[src/rtl/ifu_prefetch.sv]
// ifu_prefetch: instruction prefetch stage that fills the fetch stage's
// direct-mapped I-Cache.
//
// It walks FILL_WORDS sequential word addresses from a base address,
// requests each one on the instruction bus, and forwards every returned
// word with its address one registered cycle later. A fill starts at
// PC_INIT after reset, and again at the aligned PcIn on every cache miss
// seen while the block is not filling.
//
// state     | meaning
// ----------+-----------------------------------------------------------
// FILL      | requesting words; each bus handshake advances the address
// WAIT_FULL | fill done; waiting for the cache to report full (or a miss)
// IDLE      | cache full; waiting for a miss to start a refill
//
// Ports:
//   Clk            in   clock, rising edge
//   Rst            in   synchronous reset, active low
//   CacheFull      in   every cache line is valid
//   CacheMissing   in   current PC not present in the cache
//   PcIn           in   current PC, used as the refill base
//   ReadData       in   instruction returned by the bus
//   ReadValid      in   bus data valid (handshake = ReadReq && ReadValid)
//   ReadReq        out  bus read request
//   ReadAddr       out  bus read address, word aligned
//   PrePcOut       out  address of the forwarded instruction
//   InstOut        out  forwarded instruction
//   ReadShakeHands out  one-cycle write strobe for PrePcOut/InstOut
//   FillBusy       out  high in FILL and WAIT_FULL
module ifu_prefetch #(
  parameter int          ADDR_W     = 64,
  parameter int          INST_W     = 32,
  parameter int          FILL_WORDS = 16,
  parameter logic [63:0] PC_INIT    = 64'h0000_0000_8000_0000
) (
  input  logic              Clk,
  input  logic              Rst,
  input  logic              CacheFull,
  input  logic              CacheMissing,
  input  logic [ADDR_W-1:0] PcIn,
  input  logic [INST_W-1:0] ReadData,
  input  logic              ReadValid,
  output logic              ReadReq,
  output logic [ADDR_W-1:0] ReadAddr,
  output logic [ADDR_W-1:0] PrePcOut,
  output logic [INST_W-1:0] InstOut,
  output logic              ReadShakeHands,
  output logic              FillBusy
);

  localparam int CNT_W = (FILL_WORDS > 1) ? $clog2(FILL_WORDS) : 1;
  localparam logic [ADDR_W-1:0] PC_START = PC_INIT[ADDR_W-1:0];

  typedef enum logic [1:0] {
    FILL      = 2'd0,
    WAIT_FULL = 2'd1,
    IDLE      = 2'd2
  } state_t;

  state_t             state, stateNext;
  logic [ADDR_W-1:0]  fillAddr, fillAddrNext;
  logic [CNT_W-1:0]   count, countNext;
  logic               handshake;
  logic [ADDR_W-1:0]  refillBase;
  logic               unusedPcLow;

  assign refillBase  = {PcIn[ADDR_W-1:2], 2'b00};
  assign unusedPcLow = ^PcIn[1:0];

  // Request is gated by reset so a handshake in a reset cycle cannot occur.
  assign ReadReq   = Rst && (state == FILL);
  assign ReadAddr  = Rst ? {fillAddr[ADDR_W-1:2], 2'b00} : PC_START;
  assign FillBusy  = (state == FILL) || (state == WAIT_FULL);
  assign handshake = ReadReq && ReadValid;

  always_comb begin
    stateNext    = state;
    fillAddrNext = fillAddr;
    countNext    = count;
    case (state)
      FILL: begin
        if (handshake) begin
          fillAddrNext = fillAddr + ADDR_W'(4);
          if (count == CNT_W'(FILL_WORDS - 1)) begin
            stateNext = WAIT_FULL;
            countNext = '0;
          end else begin
            countNext = count + CNT_W'(1);
          end
        end
      end
      WAIT_FULL: begin
        // A miss outranks full: the cache holds the wrong lines for the PC.
        if (CacheMissing) begin
          stateNext    = FILL;
          fillAddrNext = refillBase;
          countNext    = '0;
        end else if (CacheFull) begin
          stateNext = IDLE;
        end
      end
      IDLE: begin
        if (CacheMissing) begin
          stateNext    = FILL;
          fillAddrNext = refillBase;
          countNext    = '0;
        end
      end
      default: begin
        stateNext    = FILL;
        fillAddrNext = PC_START;
        countNext    = '0;
      end
    endcase
  end

  always_ff @(posedge Clk) begin
    if (!Rst) begin
      state          <= FILL;
      fillAddr       <= PC_START;
      count          <= '0;
      PrePcOut       <= PC_START;
      InstOut        <= '0;
      ReadShakeHands <= 1'b0;
    end else begin
      state          <= stateNext;
      fillAddr       <= fillAddrNext;
      count          <= countNext;
      ReadShakeHands <= handshake;
      if (handshake) begin
        PrePcOut <= ReadAddr;
        InstOut  <= ReadData;
      end
    end
  end

endmodule

[config.mk]
export PLATFORM = sky130hd
export DESIGN_NAME = ifu_prefetch
export DESIGN_NICKNAME = d
export VERILOG_FILES = /design/src/rtl/ifu_prefetch.sv
export SDC_FILE = /design/constraint.sdc
export NUM_CORES = 1
export LEC_CHECK = 0
export CAP_MARGIN = 15
export CELL_PAD_IN_SITES_DETAIL_PLACEMENT = 1
export CELL_PAD_IN_SITES_GLOBAL_PLACEMENT = 1
export CORE_UTILIZATION = 32
export DETAILED_ROUTE_END_ITERATION = 6
export GPL_ROUTABILITY_DRIVEN = 0
export PLACE_DENSITY = 0.84
export SLEW_MARGIN = 0
export SYNTH_ARGS = -nofsm -noshare
export SYNTH_HDL_FRONTEND = slang
export SYNTH_SLANG_ARGS = --single-unit
[constraint.sdc]
create_clock -name Clk -period 3 [get_ports Clk]
set_clock_uncertainty 0.1 [all_clocks]
set_input_delay 0.6 -clock Clk [delete_from_list [all_inputs] [get_ports Clk]]
set_output_delay 0.6 -clock Clk [all_outputs]
set_load 0.05 [all_outputs]
# Word-level counts from Yosys, hierarchy flattened
# Cells that the tools add are included.
# W data, S select, Z words.
[word_totals] ff_bits=167 in_bits=101
[classes] reduce_logical=7 n_eq_ne=8 add_sub_neg=2 muxes=14
[op_table] operator="$mux W64" n=3
[op_table] operator="$pmux W64 S2" n=1
[op_table] operator="$add A64 B3 Y64 const B" n=1
[op_table] operator="$mux W4" n=3
[op_table] operator="$mux W2" n=5
[op_table] operator="$pmux W4 S2" n=1
[op_table] operator="$pmux W2 S3" n=1
[op_table] operator="$add A4 B1 Y4 const B" n=1
[op_table] operator="$eq A4 B4 Y1 const B" n=1
[op_table] operator="$ne A2 B1 Y1 const B" n=2
[op_table] operator="$ne A2 B2 Y1 const B" n=2
[op_table] operator="$reduce_and A4 Y1" n=1
[op_table] operator="$ne A3 B3 Y1 const B" n=1
[op_table] operator="$eq A2 B1 Y1 const B" n=1
[op_table] operator="$eq A2 B2 Y1 const B" n=1
[op_table] operator="$logic_and A1 B1 Y1" n=2
[op_table] operator="$logic_not A2 Y1" n=1
[op_table] operator="$reduce_and A2 Y1" n=1
[op_table] operator="$reduce_or A2 Y1" n=1
[op_table] operator="$logic_or A1 B1 Y1" n=1

# Depth between registers and ports, before layout
# Gate-level depths: netlist of the first run.
[logic_depth] depth_word=5 mapped_depth=10

# Worst setup path before layout of the first run
# Ideal clock, no wire load.
[synth_timing] kind="input -> output" from="input port Rst" to="output port ReadAddr[2]" n_path_buf=3 cell_stages=4 arrival_time_ns=1.737 path_slack_ns=0.563 cell_sequence="clkbuf_1 -> clkbuf_1 -> clkbuf_1 -> and2_1"
[synth_between] elab_chain_len=1
[synth_lines] item="from (decl)" line="37" text="input logic Rst,"
[synth_lines] item="$mux W64" line="72" text="assign ReadAddr = Rst ? {fillAddr[ADDR_W-1:2], 2'b00} : PC_START;"
[synth_lines] item="to (decl)" line="44" text="output logic [ADDR_W-1:0] ReadAddr,"
# No other way between the ends.

# Final worst setup path of the first run
[layout_timing] from="register fillAddr[35]" to="register fillAddr[61]"
[layout_between] elab_chain_len=3
[layout_lines] item="from (decl)" line="61" text="logic [ADDR_W-1:0] fillAddr, fillAddrNext;"
[layout_lines] item="from (signal assigned)" line="127" text="fillAddr <= fillAddrNext;"
[layout_lines] item="$add A64 B3 Y64" line="83" text="fillAddrNext = fillAddr + ADDR_W'(4);"
[layout_lines] item="$mux W64" line="82" text="if (handshake) begin"
[layout_lines] item="$pmux W64 S2" line="80" text="case (state)"
# No other way between the ends. The select of a mux whose other input is x is not followed.
# A chain may end at the register's enable or synchronous reset.

==> flow_metrics.env, run 1 <==
export IMPL_max_slew_margin_rel_pct=52.84
export IMPL_rsz0062_at_grt="no"
export IMPL_finalSetupTns_ns=0
export IMPL_powerDensity_nw_per_um2=431.2
export IMPL_grt_pass1_vias=8385
export IMPL_start_util_pct=32.88
export IMPL_nNetsFinal=1378
export IMPL_diodes=0
export IMPL_pre_cts_ws_ns=0.1498
export IMPL_cellLeakagePower_nw=4.178
export IMPL_hold_path_class="reg -> reg"
export IMPL_syn_inst=1030
export IMPL_cp_start_kind="flip-flop"
export IMPL_grt_max_degree=64
export IMPL_syn_area_um2=7787
export IMPL_cts_tree="done"
export IMPL_io_pins=264
export IMPL_synth_area_leaders="dfxtp_1, nand2_1, o21ai_0, and2_1, clkbuf_1"
export IMPL_ir_worst_vdd_mv=0.3273
export IMPL_final_cell_mix="nand2_1, clkdlybuf4s50_1, dfxtp_1, o21ai_0, and2_1"
export IMPL_worstPathCellList="nand3_1 -> or4_1 -> and4bb_1 -> a31oi_1 -> a41o_1 -> a221o_1"
export IMPL_die_w_um=158
export IMPL_clock_path_buffers=2
export IMPL_final_layout_size_suffix_gt1_share_pct=11.85
export IMPL_syn_avg_cell_area_um2=7.561
export IMPL_hold_viol=0
export IMPL_ff2ff_setup_slack_ns=0.32
export IMPL_synth_compound_area_share_pct=20.58
export IMPL_timing_final_ws_setup_ns=0.3194
export IMPL_cp_end_kind="flip-flop"
export IMPL_area_delta_synth_final_pct=51.19
export IMPL_die_area_um2=24960
export IMPL_io_buffers=257
export IMPL_cts_buffers=17
export IMPL_final_common_cell="nand2_1"
export IMPL_rows=56
export IMPL_yosysTopAreaCellShare_pct=41.90
export IMPL_synth_xor_area_share_pct=1.125
export IMPL_cts_root_buffer="clkbuf_16"
export IMPL_synth_top_area_cell="dfxtp_1"
export IMPL_cp_slowest_stage_delay_ns=0.68
export IMPL_synth_seq_area_share_pct=41.90
export IMPL_grt_overflow=0
export IMPL_synthAdderAreaFrac_pct=1.125
export IMPL_cp_arrival_ns=2.90
export IMPL_core_area_um2=23680
export IMPL_antenna_found_initial=0
export IMPL_synthMuxAreaShare_pct=0.2571
export IMPL_worstSkewPairLatency_ns=0.43
export IMPL_maxCapViolations=0
export IMPL_drt_pass1_iterations=4
export IMPL_worstMarginPinSlew_ns=0.7020
export IMPL_grt_total_usage_pct=23.66
export IMPL_min_period_ns=2.681
export IMPL_cp_slowest_cell="or4_1"
export IMPL_synth_warnings=0
export IMPL_place_hpwl_mm=21.41
export IMPL_setup_viol=0
export IMPL_wl_per_cell_um=18.54
export IMPL_cts_resized_gates=0
export IMPL_vias=8548
export IMPL_critical_path_class="reg -> reg"
export IMPL_grt_first_pass_wirelength_mm=45.93
export IMPL_cp_max_fo=9
export IMPL_fmax_mhz=373.1
export IMPL_fin_crit_sh_pct=89.35
export IMPL_drtIter0Drc=628
export IMPL_synth_edf_count=0
export IMPL_synth_top_family_by_area="simple AND/OR/NAND/NOR gates"
export IMPL_ant_nets=0
export IMPL_slew_viol_final=0
export IMPL_drcViolationCount=0
export IMPL_synth_simple_area_share_pct=29.87
export IMPL_clkTransAtPathRegs_ns=0.07
export IMPL_synthArstFlopShare_pct=0
export IMPL_status="finished clean"
export IMPL_synth_cell_types=55
export IMPL_routed_wirelength_mm=29.70
export IMPL_ys_ff_latch=163
export IMPL_die_h_um=158
export IMPL_p_total_mw=5.077
export IMPL_htreeDepth=4
export IMPL_vias_per_cell=5.336
export IMPL_clock_sinks=163
export IMPL_crit_required_ns=3.22
export IMPL_post_cts_buffers=0
export IMPL_synth_ff_type="dfxtp_1"
export IMPL_cts_hold_buf=0
cell type report:
cell class / instances / area [um^2]
flip-flops and latches: 163 / 3263
clock buffers: 21 / 460.4
repair buffers: 302 / 3286
clock inverters: 11 / 151.4
fillers: 2885 / 11910
well taps: 319 / 399.1
multi-input cells: 771 / 4158
inverters: 15 / 56.30
worst paths after layout:
check,start,endpoint,cells after the start
worst max-delay path,fillAddr[35]$_SDFFE_PN0P_,fillAddr[61]$_SDFFE_PN0P_,6
worst min-delay path,InstOut[25]$_SDFFE_PN0P_,InstOut[25]$_SDFFE_PN0P_,2
worst max register to register,fillAddr[35]$_SDFFE_PN0P_,fillAddr[61]$_SDFFE_PN0P_,6
worst min register to register,InstOut[25]$_SDFFE_PN0P_,InstOut[25]$_SDFFE_PN0P_,2
through the flow:
stage | cells | utilization [%] | hold slack, ns | instance area [um^2]
6_report | 1602 | 49.71 | 0.3561 | 11770
5_1_grt | 1602 | 49.71 | 0.3778 | 11770
4_1_cts | 1602 | 49.71 | 0.3618 | 11770
2_1_floorplan | 1033 | - | 0.3550 | 7799
3_3_place_gp | 1570 | 47.13 | 0.3439 | 11160
3_5_place_dp | 1570 | 47.13 | 0.3506 | 11160
routing by layer:
| metal | up-vias | share of wire (%) | global-route usage (%) | routed length [um] |
|---|---|---|---|---|
| met5 | - | 0 | 0 | 0 |
| met4 | 0 | 1.9 | 7.280 | 555 |
| met3 | 39 | 7.8 | 7.309 | 2307 |
| met2 | 282 | 48 | 39.48 | 14130 |
| met1 | 4141 | 43 | 28.95 | 12710 |
| li1 | 4086 | - | - | - |
state kept, by name (all words and copies together), names as in the netlist:
register and count:
InstOut 32, PrePcOut 62, ReadShakeHands 1, count 4, fillAddr 62, state 2
cells by family after synthesis:
group	count (synthesis)
and+or+nand+nor	486
DFF	163
xor gates and xnor gates	10
adders and majority gates	7
buffers and inverters	99
other	1
muxes	2
AOI/OAI and AO/OA	262
synth_stat cells (9+ instances only):
master	instances
and3_1	9
a32oi_1	10
clkbuf_1	74
and4_1	9
o311ai_0	14
nand4_1	26
nand3_1	33
and2_1	68
a221o_1	11
dfxtp_1	163
nand2_1	259
a22oi_1	13
a21oi_1	21
o211ai_1	9
inv_1	14
nor4_1	13
nor2_1	23
o21ai_0	152
nor3_1	16
worst max-delay path, delay by kind of cell, from the launching register on:
family | cells | cell delay, ns
and+or+nand+nor | 3 | 1.42
DFF | 1 | 0.44
AOI/OAI and AO/OA | 3 | 0.61
where the power goes:
group / switching [mW] / leakage, nW / internal (mW)
Clock: 0.950 / 0.298 / 1.36
Sequential: 0.0210 / 1.32 / 2.20
Combinational: 0.317 / 2.56 / 0.228
Total: 1.29 / 4.18 / 3.79
Power figures use the tool's default switching activity.
==> inputs of run 2 (changes only) <==
CORE_UTILIZATION = 35   (was 32)
PLACE_DENSITY = 0.9   (was 0.84)
clock period = 3.45 ns   (was 3 ns; I/O delays follow)
==> run 2 against run 1 <==
  * Clock power decreased by 17%
  * First-iteration DRC count decreased by 9.4%
  * Critical endpoint is now fillAddr[47]$_SDFFE_PN0P_
  * Sequential power decreased by 13%
==> flow_metrics.env, run 2 (synthesis results as in run 1) <==
export IMPL_status="finished clean"
export IMPL_grt_first_pass_wirelength_mm=45.62
export IMPL_post_cts_buffers=0
export IMPL_antenna_found_initial=2
export IMPL_ant_nets=0
export IMPL_timing_hold_ws_ns=0.3603
export IMPL_cp_max_fo=24
export IMPL_pre_cts_ws_ns=-0.01739
export IMPL_finalSetupTns_ns=0
export IMPL_hold_viol=0
export IMPL_cp_end_kind="flip-flop"
export IMPL_placed_cells=1519
export IMPL_maxCapViolations=0
export IMPL_die_area_um2=22850
export IMPL_timing_final_ws_setup_ns=0.2789
export IMPL_final_common_cell="nand2_1"
export IMPL_worstMarginPinSlew_ns=0.8421
export IMPL_rows=54
export IMPL_io_pins=264
export IMPL_cp_slowest_cell="nor3_1"
export IMPL_vias_per_cell=5.559
export IMPL_powerDensity_nw_per_um2=373.0
export IMPL_clock_path_buffers=2
export IMPL_worstSkewPairLatency_ns=0.43
export IMPL_crit_family="simple AND/OR/NAND/NOR gates"
export IMPL_clock_sinks=163
export IMPL_final_cell_mix="nand2_1, clkdlybuf4s50_1, dfxtp_1, o21ai_0, and2_1"
export IMPL_routed_wirelength_mm=29.85
export IMPL_n_fill_cell=2603
export IMPL_max_slew_margin_rel_pct=43.34
export IMPL_grt_max_degree=85
export IMPL_htreeDepth=4
export IMPL_cp_start_kind="flip-flop"
export IMPL_cts_resized_gates=0
export IMPL_cts_root_buffer="clkbuf_16"
export IMPL_cts_buffers=17
export IMPL_drt_pass1_iterations=5
export IMPL_crit_required_ns=3.73
export IMPL_final_layout_size_suffix_gt1_share_pct=8.812
export IMPL_cts_tree="done"
export IMPL_worst_path_buf_inv=1
export IMPL_min_period_ns=3.171
export IMPL_top_regs="PrePcOut x62, fillAddr x62, InstOut x32"
export IMPL_nNetsFinal=1366
export IMPL_rsz0062_at_grt="no"
export IMPL_drcViolationCount=0
export IMPL_vias=8627
export IMPL_setup_viol=0
export IMPL_start_util_pct=35.68
export IMPL_fmax_mhz=315.3
export IMPL_io_buffers=257
export IMPL_post_route_cell_area_um2=11560
export IMPL_cp_slowest_stage_delay_ns=0.65
export IMPL_wl_per_cell_um=19.24
export IMPL_hold_path_class="reg -> reg"
export IMPL_critical_path_class="reg -> reg"
export IMPL_slew_viol_final=0
export IMPL_ir_worst_vdd_mv=0.3067
export IMPL_dpl_cell_area_um2=10990
export IMPL_cp_arrival_ns=3.45
export IMPL_instances_no_fill=1552
export IMPL_core_area_um2=21820
export IMPL_clkTransAtPathRegs_ns=0.07
export IMPL_cts_hold_buf=0
export IMPL_place_hpwl_mm=21.34
export IMPL_fin_crit_sh_pct=91.92
export IMPL_grt_overflow=0
export IMPL_cellLeakagePower_nw=4.017
export IMPL_grt_total_usage_pct=25.76
export IMPL_die_h_um=151.2
export IMPL_die_w_um=151.2
export IMPL_grt_pass1_vias=8664
export IMPL_area_delta_synth_final_pct=48.44
export IMPL_worstPathCellList="inv_1 -> ha_1 -> nor2b_1 -> nor3_1 -> nand2_2 -> or4_1 -> o21ai_1 -> a221o_2"
export IMPL_drtIter0Drc=569
==> run 2: cell count changes in the layout (fill, tap and decap cells not counted), sizes merged <==
cell / previous run / this run
buf: 110 / 68
clkdlybuf4s50: 192 / 222
inv: 15 / 22
clkbuf: 21 / 17
bufinv: 3 / 1
clkinvlp: 1 / 0
diode: 0 / 1
==> run 2: final timing paths <==
path                               endpoint  depth (start not counted)                     start  slack [ns]
setup / recovery  fillAddr[47]$_SDFFE_PN0P_                          8     state[1]$_SDFFE_PN0P_        0.28
hold / removal     InstOut[22]$_SDFFE_PN0P_                          2  InstOut[22]$_SDFFE_PN0P_        0.36
setup reg to reg  fillAddr[47]$_SDFFE_PN0P_                          8     state[1]$_SDFFE_PN0P_        0.28
hold reg to reg    InstOut[22]$_SDFFE_PN0P_                          2  InstOut[22]$_SDFFE_PN0P_        0.36
==> run 2: routing by layer <==
layer	vias up	GRT usage [%]	share of wire, %
li1	4064	-	-
met1	4181	30.44	41
met2	329	44.84	49
met3	51	6.687	7.4
met4	2	8.950	2.4
met5	-	0	0.044
==> run 2: cell type report <==
type,instances,area (um^2),share of cell area (%)
Antenna cell,1,2.502,0.02165
Tap cell,280,350.3,3.031
Timing Repair Buffer,290,3158,27.32
Inverter,15,56.30,0.4871
Clock inverter,15,146.4,1.266
Multi-Input combinational cell,771,4158,35.97
Clock buffer,17,425.4,3.680
Sequential cell,163,3263,28.23
==> run 2: stage by stage <==
stage,util (%),power [mW]
3_5_place_dp,50.34,2.447
2_1_floorplan,-,2.210
5_1_grt,52.97,4.451
4_1_cts,52.96,4.334
6_report,52.97,4.312
3_3_place_gp,50.34,2.435
==> run 2: tightest hold or removal path: stages, from the launching register on <==
cell	delay (ns)
dfxtp_1	0.31
nand2_1	0.05
o21ai_0	0.06
==> run 2: where the power goes <==
group          switching (mW)  leakage [nW]  internal [mW]
logic                   0.278          2.41          0.195
registers              0.0198          1.32           1.91
clock network           0.889         0.287           1.02
total                    1.19          4.02           3.13
==> inputs of run 3 (changes only) <==
CORE_MARGIN = 2   (was unset)
CORE_UTILIZATION = 36   (was 35)
CTS_BUF_LIST = sky130_fd_sc_hd__clkbuf_8   (was unset)
PLACE_DENSITY = 0.92   (was 0.9)
==> run 3 against run 2 <==
  * Maximum frequency is 6.9% higher
  * Global-route usage fell by 0.38 points
  * Critical path depth down 5
  * Non-clock buffer count stayed put
  * Wire length is 0.50% lower
  * Clock power shrank 25%
  * Via count shrank 0.83%
  * First-iteration DRC count is 0.53% lower
  * Sequential power hardly changed
  * Total power decreased by 11%
  * Critical path type is now in -> out
==> flow_metrics.env, run 3 (synthesis results as in run 1) <==
export IMPL_cts_tree="done"
export IMPL_rsz0062_at_grt="no"
export IMPL_hold_path_class="reg -> reg"
export IMPL_drt_pass1_iterations=5
export IMPL_cellLeakagePower_nw=3.894
export IMPL_status="finished clean"
export IMPL_cts_resized_gates=0
export IMPL_rows=53
export IMPL_hold_viol=0
export IMPL_drtIter0Drc=566
export IMPL_finalSetupTns_ns=0
export IMPL_cts_buffers=17
export IMPL_worstPathCellList="buf_4 -> and2_1 -> clkdlybuf4s50_1"
export IMPL_post_cts_buffers=0
export IMPL_ir_worst_vdd_mv=0.2470
export IMPL_cp_arrival_ns=2.18
export IMPL_powerDensity_nw_per_um2=342.5
export IMPL_htreeDepth=4
export IMPL_setup_viol=0
export IMPL_grt_pass1_vias=8578
export IMPL_wl_per_cell_um=19.21
export IMPL_cp_start_kind="input port"
export IMPL_io_pins=264
export IMPL_cp_end_kind="output pin"
export IMPL_route_met2_wl_mm=14.53
export IMPL_clock_sinks=163
export IMPL_cp_slowest_stage_delay_ns=0.82
export IMPL_area_delta_synth_final_pct=43.88
export IMPL_io_buffers=257
export IMPL_place_hpwl_mm=21.74
export IMPL_core_area_um2=21150
export IMPL_final_layout_size_suffix_gt1_share_pct=9.134
export IMPL_maxCapViolations=0
export IMPL_routed_wirelength_mm=29.71
export IMPL_fmax_mhz=337.1
export IMPL_final_cell_mix="nand2_1, clkdlybuf4s50_1, dfxtp_1, o21ai_0, and2_1"
export IMPL_maxUsedRoutingLayer="met4"
export IMPL_ant_nets=0
export IMPL_top_regs="PrePcOut x62, fillAddr x62, InstOut x32"
export IMPL_n_fill_cell=2558
export IMPL_grt_max_degree=58
export IMPL_nNetsFinal=1366
export IMPL_grt_first_pass_wirelength_mm=45.67
export IMPL_cts_root_buffer="clkbuf_8"
export IMPL_worstMarginPinSlew_ns=0.7250
export IMPL_vias_per_cell=5.534
export IMPL_drcViolationCount=0
export IMPL_antenna_found_initial=1
export IMPL_wl_met3_mm=2.203
export IMPL_fin_crit_sh_pct=85.98
export IMPL_final_common_cell="nand2_1"
export IMPL_vias=8555
export IMPL_clkTransAtPathRegs_ns=0.09
export IMPL_worstSkewPairLatency_ns=0.47
export IMPL_die_area_um2=22820
export IMPL_cp_max_fo=54
export IMPL_met1Wirelength_mm=12.51
export IMPL_p_total_mw=3.838
export IMPL_start_util_pct=36.81
export IMPL_crit_required_ns=2.66
export IMPL_grt_total_usage_pct=25.38
export IMPL_grt_overflow=0
export IMPL_min_period_ns=2.966
export IMPL_die_h_um=151.1
export IMPL_cts_hold_buf=0
export IMPL_cp_slowest_cell="clkdlybuf4s50_1"
export IMPL_clock_path_buffers=2
export IMPL_max_slew_margin_rel_pct=51.30
export IMPL_critical_path_class="in -> out"
export IMPL_slew_viol_final=0
export IMPL_die_w_um=151.1
## run 3: cell types whose count changed in the layout (fill, tap and decap cells not counted)
cell	change
buf_4	+17
clkbuf_16	-17
clkbuf_8	+17
buf_12	-12
clkdlybuf4s50_1	-5
clkinvlp_4	+4
clkinv_4	-3
inv_6	-2
bufinv_16	+1
inv_8	-1
## run 3: worst paths after layout
kind	from	end	slack, ns	cells past startpoint
max	Rst	ReadAddr[50]	0.48	3
min	InstOut[3]$_SDFFE_PN0P_	InstOut[3]$_SDFFE_PN0P_	0.36	2
max reg2reg	state[1]$_SDFFE_PN0P_	fillAddr[33]$_SDFFE_PN0P_	0.58	9
min reg2reg	InstOut[3]$_SDFFE_PN0P_	InstOut[3]$_SDFFE_PN0P_	0.36	2
## run 3: where the power goes
group / internal [mW] / switching (mW)
sequential: 1.91 / 0.0203
combinational: 0.193 / 0.277
clock: 0.648 / 0.788
total: 2.75 / 1.09
## run 3: routing by layer
metal  vias to the layer above  GRT usage, %
met2                       323         44.14
li1                       4071             -
met1                      4120         31.15
met5                         -             0
met4                         0         6.542
met3                        41         6.687
## run 3: critical path: cells and delay by family
family | cells | cell delay (ns)
buf+inv | 2 | 1.22
simple gates | 1 | 0.23
## run 3: layout make-up
cell class | count | area (um^2) | area share, %
Antenna cell | 1 | 2.502 | 0.02233
Clock buffer | 17 | 234.0 | 2.088
Clock inverter | 14 | 151.4 | 1.351
Inverter | 15 | 56.30 | 0.5025
Multi-Input combinational cell | 771 | 4158 | 37.11
Sequential cell | 163 | 3263 | 29.12
Tap cell | 275 | 344.1 | 3.071
Timing Repair Buffer | 290 | 2995 | 26.73
## run 3: metrics by stage
stage / setup slack [ns] / hold WS, ns / area (um^2) / util [%] / cells
finish: 0.4837 / 0.3593 / 11200 / 52.97 / 1546
global route: 0.2929 / 0.3851 / 11200 / 52.95 / 1545
CTS: 0.4746 / 0.3641 / 11200 / 52.95 / 1545
detailed placement: 0.2201 / 0.3519 / 10820 / 51.13 / 1514
global placement: 0.3916 / 0.3424 / 10820 / 51.13 / 1514
floorplan: 0.8326 / 0.3550 / 7799 / - / 1033
